$ cat config.mk
export PLATFORM = sky130hd
export DESIGN_NAME = lsu_controller
export DESIGN_NICKNAME = d
export VERILOG_FILES = /design/src/rtl/lsu_pkg.sv /design/src/rtl/lsu_load_align.sv /design/src/rtl/lsu_controller.sv
export SDC_FILE = /design/constraint.sdc
export NUM_CORES = 1
export LEC_CHECK = 0
export ABC_AREA = 1
export CAP_MARGIN = 20
export CORE_MARGIN = 2
export CORE_UTILIZATION = 50
export CTS_CLUSTER_DIAMETER = 30
export CTS_CLUSTER_SIZE = 25
export DETAILED_ROUTE_END_ITERATION = 16
export PLACE_DENSITY = 0.88
export SLEW_MARGIN = 10
export SYNTH_ARGS = -nofsm -noshare
export SYNTH_HDL_FRONTEND = slang
export SYNTH_SLANG_ARGS = --single-unit
$ cat constraint.sdc
create_clock -name clk -period 2.2 [get_ports clk]
set_clock_uncertainty 0.05 [all_clocks]
set_input_delay 0.44 -clock clk [delete_from_list [all_inputs] [get_ports clk]]
set_output_delay 0.44 -clock clk [all_outputs]
set_load 0.05 [all_outputs]
$ cat src/rtl/lsu_pkg.sv
// Shared types and decode helpers for the load/store sequencer.
package lsu_pkg;

    typedef enum logic [2:0] {
        S_IDLE,
        S_REQ1,
        S_WAIT1,
        S_REQ2,
        S_WAIT2,
        S_RESP
    } lsu_state_e;

    localparam logic [2:0] F3_LB  = 3'b000;
    localparam logic [2:0] F3_LH  = 3'b001;
    localparam logic [2:0] F3_LW  = 3'b010;
    localparam logic [2:0] F3_LBU = 3'b100;
    localparam logic [2:0] F3_LHU = 3'b101;
    localparam logic [2:0] F3_SB  = 3'b000;
    localparam logic [2:0] F3_SH  = 3'b001;
    localparam logic [2:0] F3_SW  = 3'b010;

    // Byte mask spans two words so a misaligned access can spill into the next one.
    localparam int BEAT_MASK_W = 8;

    function automatic logic [2:0] size_bytes(input logic [1:0] f3_lo);
        case (f3_lo)
            2'b00:   size_bytes = 3'd1;
            2'b01:   size_bytes = 3'd2;
            default: size_bytes = 3'd4;
        endcase
    endfunction

endpackage

$ cat src/rtl/lsu_load_align.sv
// Extracts and extends load data from the one or two captured memory words.
module lsu_load_align
    import lsu_pkg::*;
(
    input  logic [31:0] beat1,
    input  logic [31:0] beat2,
    input  logic [1:0]  off,
    input  logic [2:0]  funct3,
    output logic [31:0] rdata
);

    logic [31:0] shifted;

    assign shifted = 32'({beat2, beat1} >> {off, 3'b000});

    always_comb begin
        rdata = '0;
        case (funct3)
            F3_LB:   rdata = {{24{shifted[7]}}, shifted[7:0]};
            F3_LH:   rdata = {{16{shifted[15]}}, shifted[15:0]};
            F3_LW:   rdata = shifted;
            F3_LBU:  rdata = {24'd0, shifted[7:0]};
            F3_LHU:  rdata = {16'd0, shifted[15:0]};
            default: rdata = '0;
        endcase
    end

endmodule

$ cat src/rtl/lsu_controller.sv
// Load/store sequencer: one outstanding access, misaligned accesses split into two word beats.
//   state   | meaning
//   S_IDLE  | ready for a new request
//   S_REQ1  | first beat requested, waiting for grant
//   S_WAIT1 | first beat granted, waiting for rvalid
//   S_REQ2  | second beat requested, waiting for grant
//   S_WAIT2 | second beat granted, waiting for rvalid
//   S_RESP  | one-cycle response to writeback
module lsu_controller
    import lsu_pkg::*;
#(
    parameter int ADDR_W = 32
)
(
    input  logic              clk,
    input  logic              rst,
    input  logic              req_valid,
    output logic              req_ready,
    input  logic              req_load,
    input  logic              req_store,
    input  logic [2:0]        req_funct3,
    input  logic [ADDR_W-1:0] req_addr,
    input  logic [31:0]       req_wdata,
    output logic              mem_req,
    output logic              mem_we,
    output logic [3:0]        mem_be,
    output logic [ADDR_W-1:0] mem_addr,
    output logic [31:0]       mem_wdata,
    input  logic              mem_gnt,
    input  logic              mem_rvalid,
    input  logic [31:0]       mem_rdata,
    output logic              rsp_valid,
    output logic              rsp_err,
    output logic [31:0]       rsp_rdata,
    output logic              busy
);

    lsu_state_e state_q, state_d;

    logic              ready_q;
    logic [ADDR_W-1:0] addr_q;
    logic [2:0]        f3_q;
    logic [31:0]       wdata_q;
    logic [31:0]       beat1_q;
    logic [31:0]       beat2_q;
    logic              store_q;
    logic              err_q;

    logic                   req_legal;
    logic                   accept;
    logic [1:0]             off;
    logic [2:0]             size;
    logic [BEAT_MASK_W-1:0] base_mask;
    logic [BEAT_MASK_W-1:0] mask;
    logic                   split;
    logic [63:0]            wd64;
    logic [ADDR_W-1:0]      word_addr;
    logic [31:0]            load_data;

    always_comb begin
        req_legal = 1'b0;
        if (req_load && !req_store)
            req_legal = req_funct3 inside {F3_LB, F3_LH, F3_LW, F3_LBU, F3_LHU};
        else if (req_store && !req_load)
            req_legal = req_funct3 inside {F3_SB, F3_SH, F3_SW};
    end

    assign accept = (state_q == S_IDLE) && ready_q && req_valid;

    assign off  = addr_q[1:0];
    assign size = size_bytes(f3_q[1:0]);

    always_comb begin
        case (size)
            3'd1:    base_mask = 8'h01;
            3'd2:    base_mask = 8'h03;
            default: base_mask = 8'h0F;
        endcase
    end

    assign mask      = base_mask << off;
    assign split     = (({1'b0, off} + size) > 3'd4);
    assign wd64      = {32'd0, wdata_q} << {off, 3'b000};
    assign word_addr = {addr_q[ADDR_W-1:2], 2'b00};

    lsu_load_align u_load_align (
        .beat1  (beat1_q),
        .beat2  (beat2_q),
        .off    (off),
        .funct3 (f3_q),
        .rdata  (load_data)
    );

    // ready_q is low during and just after reset so every output reads 0 under reset.
    always_ff @(posedge clk or negedge rst) begin
        if (!rst) begin
            state_q <= S_IDLE;
            ready_q <= 1'b0;
            addr_q  <= '0;
            f3_q    <= '0;
            wdata_q <= '0;
            beat1_q <= '0;
            beat2_q <= '0;
            store_q <= 1'b0;
            err_q   <= 1'b0;
        end else begin
            state_q <= state_d;
            ready_q <= (state_d == S_IDLE);
            if (accept) begin
                addr_q  <= req_addr;
                f3_q    <= req_funct3;
                wdata_q <= req_wdata;
                store_q <= req_store;
                err_q   <= !req_legal;
                beat1_q <= '0;
                beat2_q <= '0;
            end
            if (state_q == S_WAIT1 && mem_rvalid)
                beat1_q <= mem_rdata;
            if (state_q == S_WAIT2 && mem_rvalid)
                beat2_q <= mem_rdata;
        end
    end

    always_comb begin
        state_d   = state_q;
        mem_req   = 1'b0;
        mem_we    = 1'b0;
        mem_be    = '0;
        mem_addr  = '0;
        mem_wdata = '0;
        rsp_valid = 1'b0;
        rsp_err   = 1'b0;
        rsp_rdata = '0;
        busy      = (state_q != S_IDLE);
        req_ready = ready_q;

        case (state_q)
            S_IDLE: begin
                if (accept)
                    state_d = req_legal ? S_REQ1 : S_RESP;
            end
            S_REQ1: begin
                mem_req   = 1'b1;
                mem_we    = store_q;
                mem_be    = mask[3:0];
                mem_addr  = word_addr;
                mem_wdata = store_q ? wd64[31:0] : 32'd0;
                if (mem_gnt)
                    state_d = S_WAIT1;
            end
            S_WAIT1: begin
                if (mem_rvalid)
                    state_d = split ? S_REQ2 : S_RESP;
            end
            S_REQ2: begin
                mem_req   = 1'b1;
                mem_we    = store_q;
                mem_be    = mask[7:4];
                mem_addr  = word_addr + ADDR_W'(4);
                mem_wdata = store_q ? wd64[63:32] : 32'd0;
                if (mem_gnt)
                    state_d = S_WAIT2;
            end
            S_WAIT2: begin
                if (mem_rvalid)
                    state_d = S_RESP;
            end
            S_RESP: begin
                rsp_valid = 1'b1;
                rsp_err   = err_q;
                rsp_rdata = (err_q || store_q) ? 32'd0 : load_data;
                state_d   = S_IDLE;
            end
            default: state_d = S_IDLE;
        endcase
    end

endmodule

==> run metrics, run 1 <==
number of CTS-inserted buffers 17; Die Height between 100 and 150 microns; GRT Residual Overflow 264; post-synth cell types 37; H-tree levels 4; root buffer cell clkbuf_16; Initial Utilization 0.511; Syn. warnings 0; Row Count 47; IO Port Bufs 209; Die X between 100 and 150 microns; maximum number of pins on one net before global-route repair 45; Mapped Area between 8000 and 9000 sq um; IO Count 212; Worst End Pin Type top-level output; dpl cells 1720; total track usage 0.846; outcome did not finish; half-perimeter wire length after placement roughly 23 mm; Mean Syn Cell Area between 6 and 7 sq um; Num Clock Sinks around 130; endpoint with the least setup slack after the last repair rsp_rdata[17]; gpl congestion around 1; worst slack, placed 0.0222 ns; sequential area share after synthesis 0.382; Synth Register Bits between 100 and 150; clk buf depth 2; Err [ERROR GRT-0232] Routing congestion too high. Check the congestion heatmap in the GUI.; Cells after Synth about 1300; Exit stage 5_1_grt
[cell families after synthesis]
logic type	synth area share
AOI/OAI and AO/OA	0.165
xor gates and xnor gates	0.00311
adders and majority gates	0.00681
buffers and inverters	0.102
DFF	0.382
muxes	0.00237
other	0.000444
and+or+nand+nor	0.338
[synthesized netlist by cell type (all sizes together)]
| master | count | area share |
|---|---|---|
| clkbuf | 18 | 0.0080 |
| o22ai | 36 | 0.027 |
| nor2 | 82 | 0.037 |
| o211ai | 36 | 0.034 |
| nand3 | 89 | 0.055 |
| xnor2 | 1 | 0.0010 |
| mux2i | 2 | 0.0024 |
| a22o | 1 | 0.0010 |
| nand4 | 3 | 0.0022 |
| fa | 1 | 0.0024 |
| nand2 | 521 | 0.23 |
| a211oi | 1 | 0.00089 |
| dfrtp | 129 | 0.38 |
| or2 | 2 | 0.0015 |
| clkinv | 1 | 0.00044 |
| a31oi | 4 | 0.0030 |
| inv | 134 | 0.060 |
| buf | 54 | 0.035 |
| and2 | 1 | 0.00074 |
| ha | 3 | 0.0044 |
| o31ai | 1 | 0.00089 |
| o21ai | 125 | 0.074 |
| conb | 1 | 0.00044 |
| xor2 | 2 | 0.0021 |
| a21oi | 39 | 0.023 |
| nor3 | 8 | 0.0093 |
| o21bai | 2 | 0.0018 |
[stage by stage]
stage	area (sq um)	setup TNS, ns
4_1_cts	14500	-25.80
3_5_place_dp	12500	0
3_3_place_gp	12500	0
2_1_floorplan	8810	-4.65
[per-layer routing]
metal  GRT usage  overflow
met1       0.819         3
met2       0.992       156
met3       0.728         1
met4       0.920       104
met5       0.239         0
[repair_timing]
| action | CTS |
|---|---|
| resized for setup | 286 |
| pin swaps | 56 |
| gates cloned | 6 |
| hold buffers | 1 |
| setup endpoints to repair | 98 |
| endpoints found under the hold margin | 39 |
| setup buffers | 50 |
==> run 2, diff against run 1 <==
--- a/config.mk
+++ b/config.mk
@@ -8,11 +8,9 @@
 export ABC_AREA = 1
 export CAP_MARGIN = 20
 export CORE_MARGIN = 2
-export CORE_UTILIZATION = 50
-export CTS_CLUSTER_DIAMETER = 30
-export CTS_CLUSTER_SIZE = 25
+export CORE_UTILIZATION = 36
 export DETAILED_ROUTE_END_ITERATION = 16
-export PLACE_DENSITY = 0.88
+export PLACE_DENSITY_LB_ADDON = 0.15
 export SLEW_MARGIN = 10
 export SYNTH_ARGS = -nofsm -noshare
 export SYNTH_HDL_FRONTEND = slang
==> run metrics, run 2 <==
core area around 23000 sq um; most common cell after layout, fill and taps aside nand2_1; CP required about 1.7 ns; WP data arrival 2.11 ns; Via Count 10414; Tmin final around 2.6 ns; post-synthesis simple-gate area fraction 0.338 (unchanged); maximum clock rate ~380 MHz; First DRT Iteration DRCs approximately 880; top-count cell post-synth nand2_1; Die X 157 microns (+17%); r2r startpoint addr_q[0]; Crit-path slowest cell dfrtp_4; Worst Max-Slew Pin Slew between 0.5 and 0.6 ns; Pre-antenna DRT Iters 6; sequential area share after synthesis 0.382 (unchanged); cell taking the most area after synthesis dfrtp_1; Mean Syn Cell Area 6.51 sq um (unchanged); xor/xnor cell area share of the yosys netlist 0.00311 (unchanged); worst setup path endpoint rsp_rdata[16]; FF+latch area 3240 sq um; clk buf depth 2 (unchanged); CTS clock-pin slew for the worst setup and hold paths about 0.070 ns; complex-gate fraction of the synthesized area 0.165 (unchanged); type of the worst setup path register to primary output; setup ws final -0.400 ns; CP peak stage delay between 0.5 and 0.6 ns; fraction of layout instances using a drive strength above 1 0.404; power share of the combinational group 0.647; post-synth cell types 37 (unchanged); fin nets between 1500 and 2000; commonest non-fill, non-tap cells in the layout nand2_1 (420), buf_12 (123), dfrtp_1 (118), clkdlybuf4s50_1 (105), inv_1 (101); clock latency on the worst-skew pair 0.42 ns; Multi-input gate area around 6000 sq um; detail-routed net length per standard cell around 19 microns; IO Count 212 (unchanged); WL final ~37 mm; Async SR Flop Fraction 1.00 (unchanged); sw frac 0.479; maximum number of pins on one net before global-route repair 43; Worst Hold Margin 0.469 ns; Slew Viols, Final 0; Reg2Reg Setup Slack -0.05 ns; Synth Register Bits 129 (unchanged); Routed Antenna Nets 0; Die Height 157 microns (+17%); Cells after Synth 1297 (unchanged); Post-synth EDFFs 0 (unchanged); Post-Layout Cell Count 1959; Slew Limit Headroom 0.658; worst-case vdd ir drop 0.720 mV; GRT Residual Overflow 0; H-tree levels 4 (unchanged); Clk pwr share 0.146; fin crit share 1.18; largest family of logic cells by synthesized area simple AND/OR/NAND/NOR gates; Hold Crit Class input port to async pin; Row Count 56 (+19%); ys flop type dfrtp_1; Pleak about 7.1 nW; CP endpoint kind primary output; dpl cells 1839 (+6.9%); register share of total power 0.206; CP Cell Sequence buf_6 -> o211ai_1 -> nand3_2 -> buf_6 -> buf_16 -> nand3_2 -> nand2_1 -> inv_2 -> buf_12; first-pass GRT wire length roughly 54 mm; CP startpoint kind register; number of CTS-inserted buffers 17 (unchanged); CTS tree built; Critical R2R Capture req_ready; CP Launch Point addr_q[0]; gpl congestion 0.884 (-12%); via/cell ratio between 5 and 6; worst slack, placed -0.0643 ns (-0.0866 ns); largest registers addr_q x32, beat1_q x32, wdata_q x32; ranking of synthesized cells by area dfrtp_1 (38%), nand2_1 (23%), o21ai_0 (6.3%), inv_1 (5.5%), nand3_1 (5.1%); root buffer cell clkbuf_16; IO Port Bufs 209 (unchanged); via count of the first global-routing pass just over 10000; final setup fails 100; outcome complete, but fails checks; violated checks setup timing; Mapped Area 8450 sq um (unchanged); mux share of post-synthesis cell area 0.00237 (unchanged); maxcap violations 0; top cell type's share of synthesized area 0.382 (unchanged); Syn. warnings 0 (unchanged); total track usage 0.280; RSZ-0062 raised after global routing yes; Initial Utilization 0.363 (-0.148); area delta synth->final 92.3%; fillers around 1700; Residual DRC 0; adder-cell share of the synthesized area 0.00681 (unchanged); die area around 25000 sq um; Fin. Hold Viols 0; top cells by count, synth nand2_1 (517), dfrtp_1 (129), inv_1 (124), o21ai_0 (107), nand3_1 (86); half-perimeter wire length after placement 22.8 mm (+1.1%); Worst Reg-to-Reg Cells 11; internal power around 11 mW; Ant. Diodes 0; sw power roughly 10 mW; initial antenna violation count 0; crit path max fanout 6; Num Clock Sinks 129 (unchanged); power per cell area roughly 1300 nW/um^2
run 2: cell counts after synthesis:
Identical to the previous run, type by type.
run 2: worst min-delay path by stage:
stage | to | slack [ns] | depth (start not counted)
after floorplan | addr_q[0] | 0.09 | 0
after global placement | beat2_q[17] | 0.39 | 1
after detailed placement | beat2_q[17] | 0.39 | 1
after CTS | wdata_q[21] | 0.47 | 2
after global routing | beat1_q[6] | 0.50 | 2
final | beat2_q[17] | 0.47 | 2
run 2: power by group through the flow:
stage | combinational, mW | sequential, mW | clock, mW
finish | 13.9 | 4.42 | 3.13
global route | 14.8 | 4.51 | 3.24
CTS | 12.5 | 4.30 | 3.16
detailed placement | 9.82 | 4.32 | 0
global placement | 9.71 | 4.31 | 0
floorplan | 5.98 | 4.04 | 0
run 2: cell families (layout without fill, tap and decap cells):
kind of cell / Yosys count / after routing
and+or+nand+nor: 706 / 707
other: 1 / 2
buffers and inverters: 207 / 548
DFF: 129 / 129
muxes: 2 / 2
xor gates and xnor gates: 3 / 3
adders and majority gates: 4 / 4
AOI/OAI and AO/OA: 245 / 245
run 2: critical path, delay by kind of cell (launching register included):
kind / cells / cell delay [ns]
buffers and inverters: 5 / 0.65
DFF: 1 / 0.51
AOI/OAI and AO/OA: 1 / 0.26
and+or+nand+nor: 3 / 0.26
run 2: area by class of cell:
| cell class | count | share of cell area |
|---|---|---|
| inverters | 135 | 0.0361 |
| clock inverters | 14 | 0.0120 |
| well taps | 319 | 0.0246 |
| repair buffers | 381 | 0.321 |
| flip-flops and latches | 129 | 0.200 |
| multi-input cells | 963 | 0.380 |
| clock buffers | 18 | 0.0270 |
run 2: through the flow:
| step | instance area (sq um) | setup TNS (ns) | power, mW | utilization |
|---|---|---|---|---|
| floorplan | 8810 | -4.65 | 10.0 | - |
| global placement | 12800 | -0.0979 | 14.0 | 0.552 |
| detailed placement | 12800 | -0.133 | 14.1 | 0.552 |
| CTS | 15400 | -24.67 | 19.9 | 0.662 |
| global route | 16200 | -33.22 | 22.5 | 0.698 |
| finish | 16200 | -27.24 | 21.4 | 0.698 |
run 2: metal layers:
layer / global-route usage / vias up / share of wire
li1: - / 4849 / -
met1: 0.366 / 4922 / 0.40
met2: 0.453 / 524 / 0.48
met3: 0.0479 / 119 / 0.073
met4: 0.127 / 0 / 0.045
met5: 0 / - / 0
run 2: timing repair:
item | 4_1_cts | 5_1_grt
gates resized for setup | 374 | 134
pin swaps | 90 | 70
gates cloned | 13 | 6
hold buffers | 1 | 0
endpoints found under the hold margin | 29 | 0
setup endpoints to repair | 100 | 100
setup buffers | 53 | 22
Note: power is estimated with default switching activity, not from simulation.
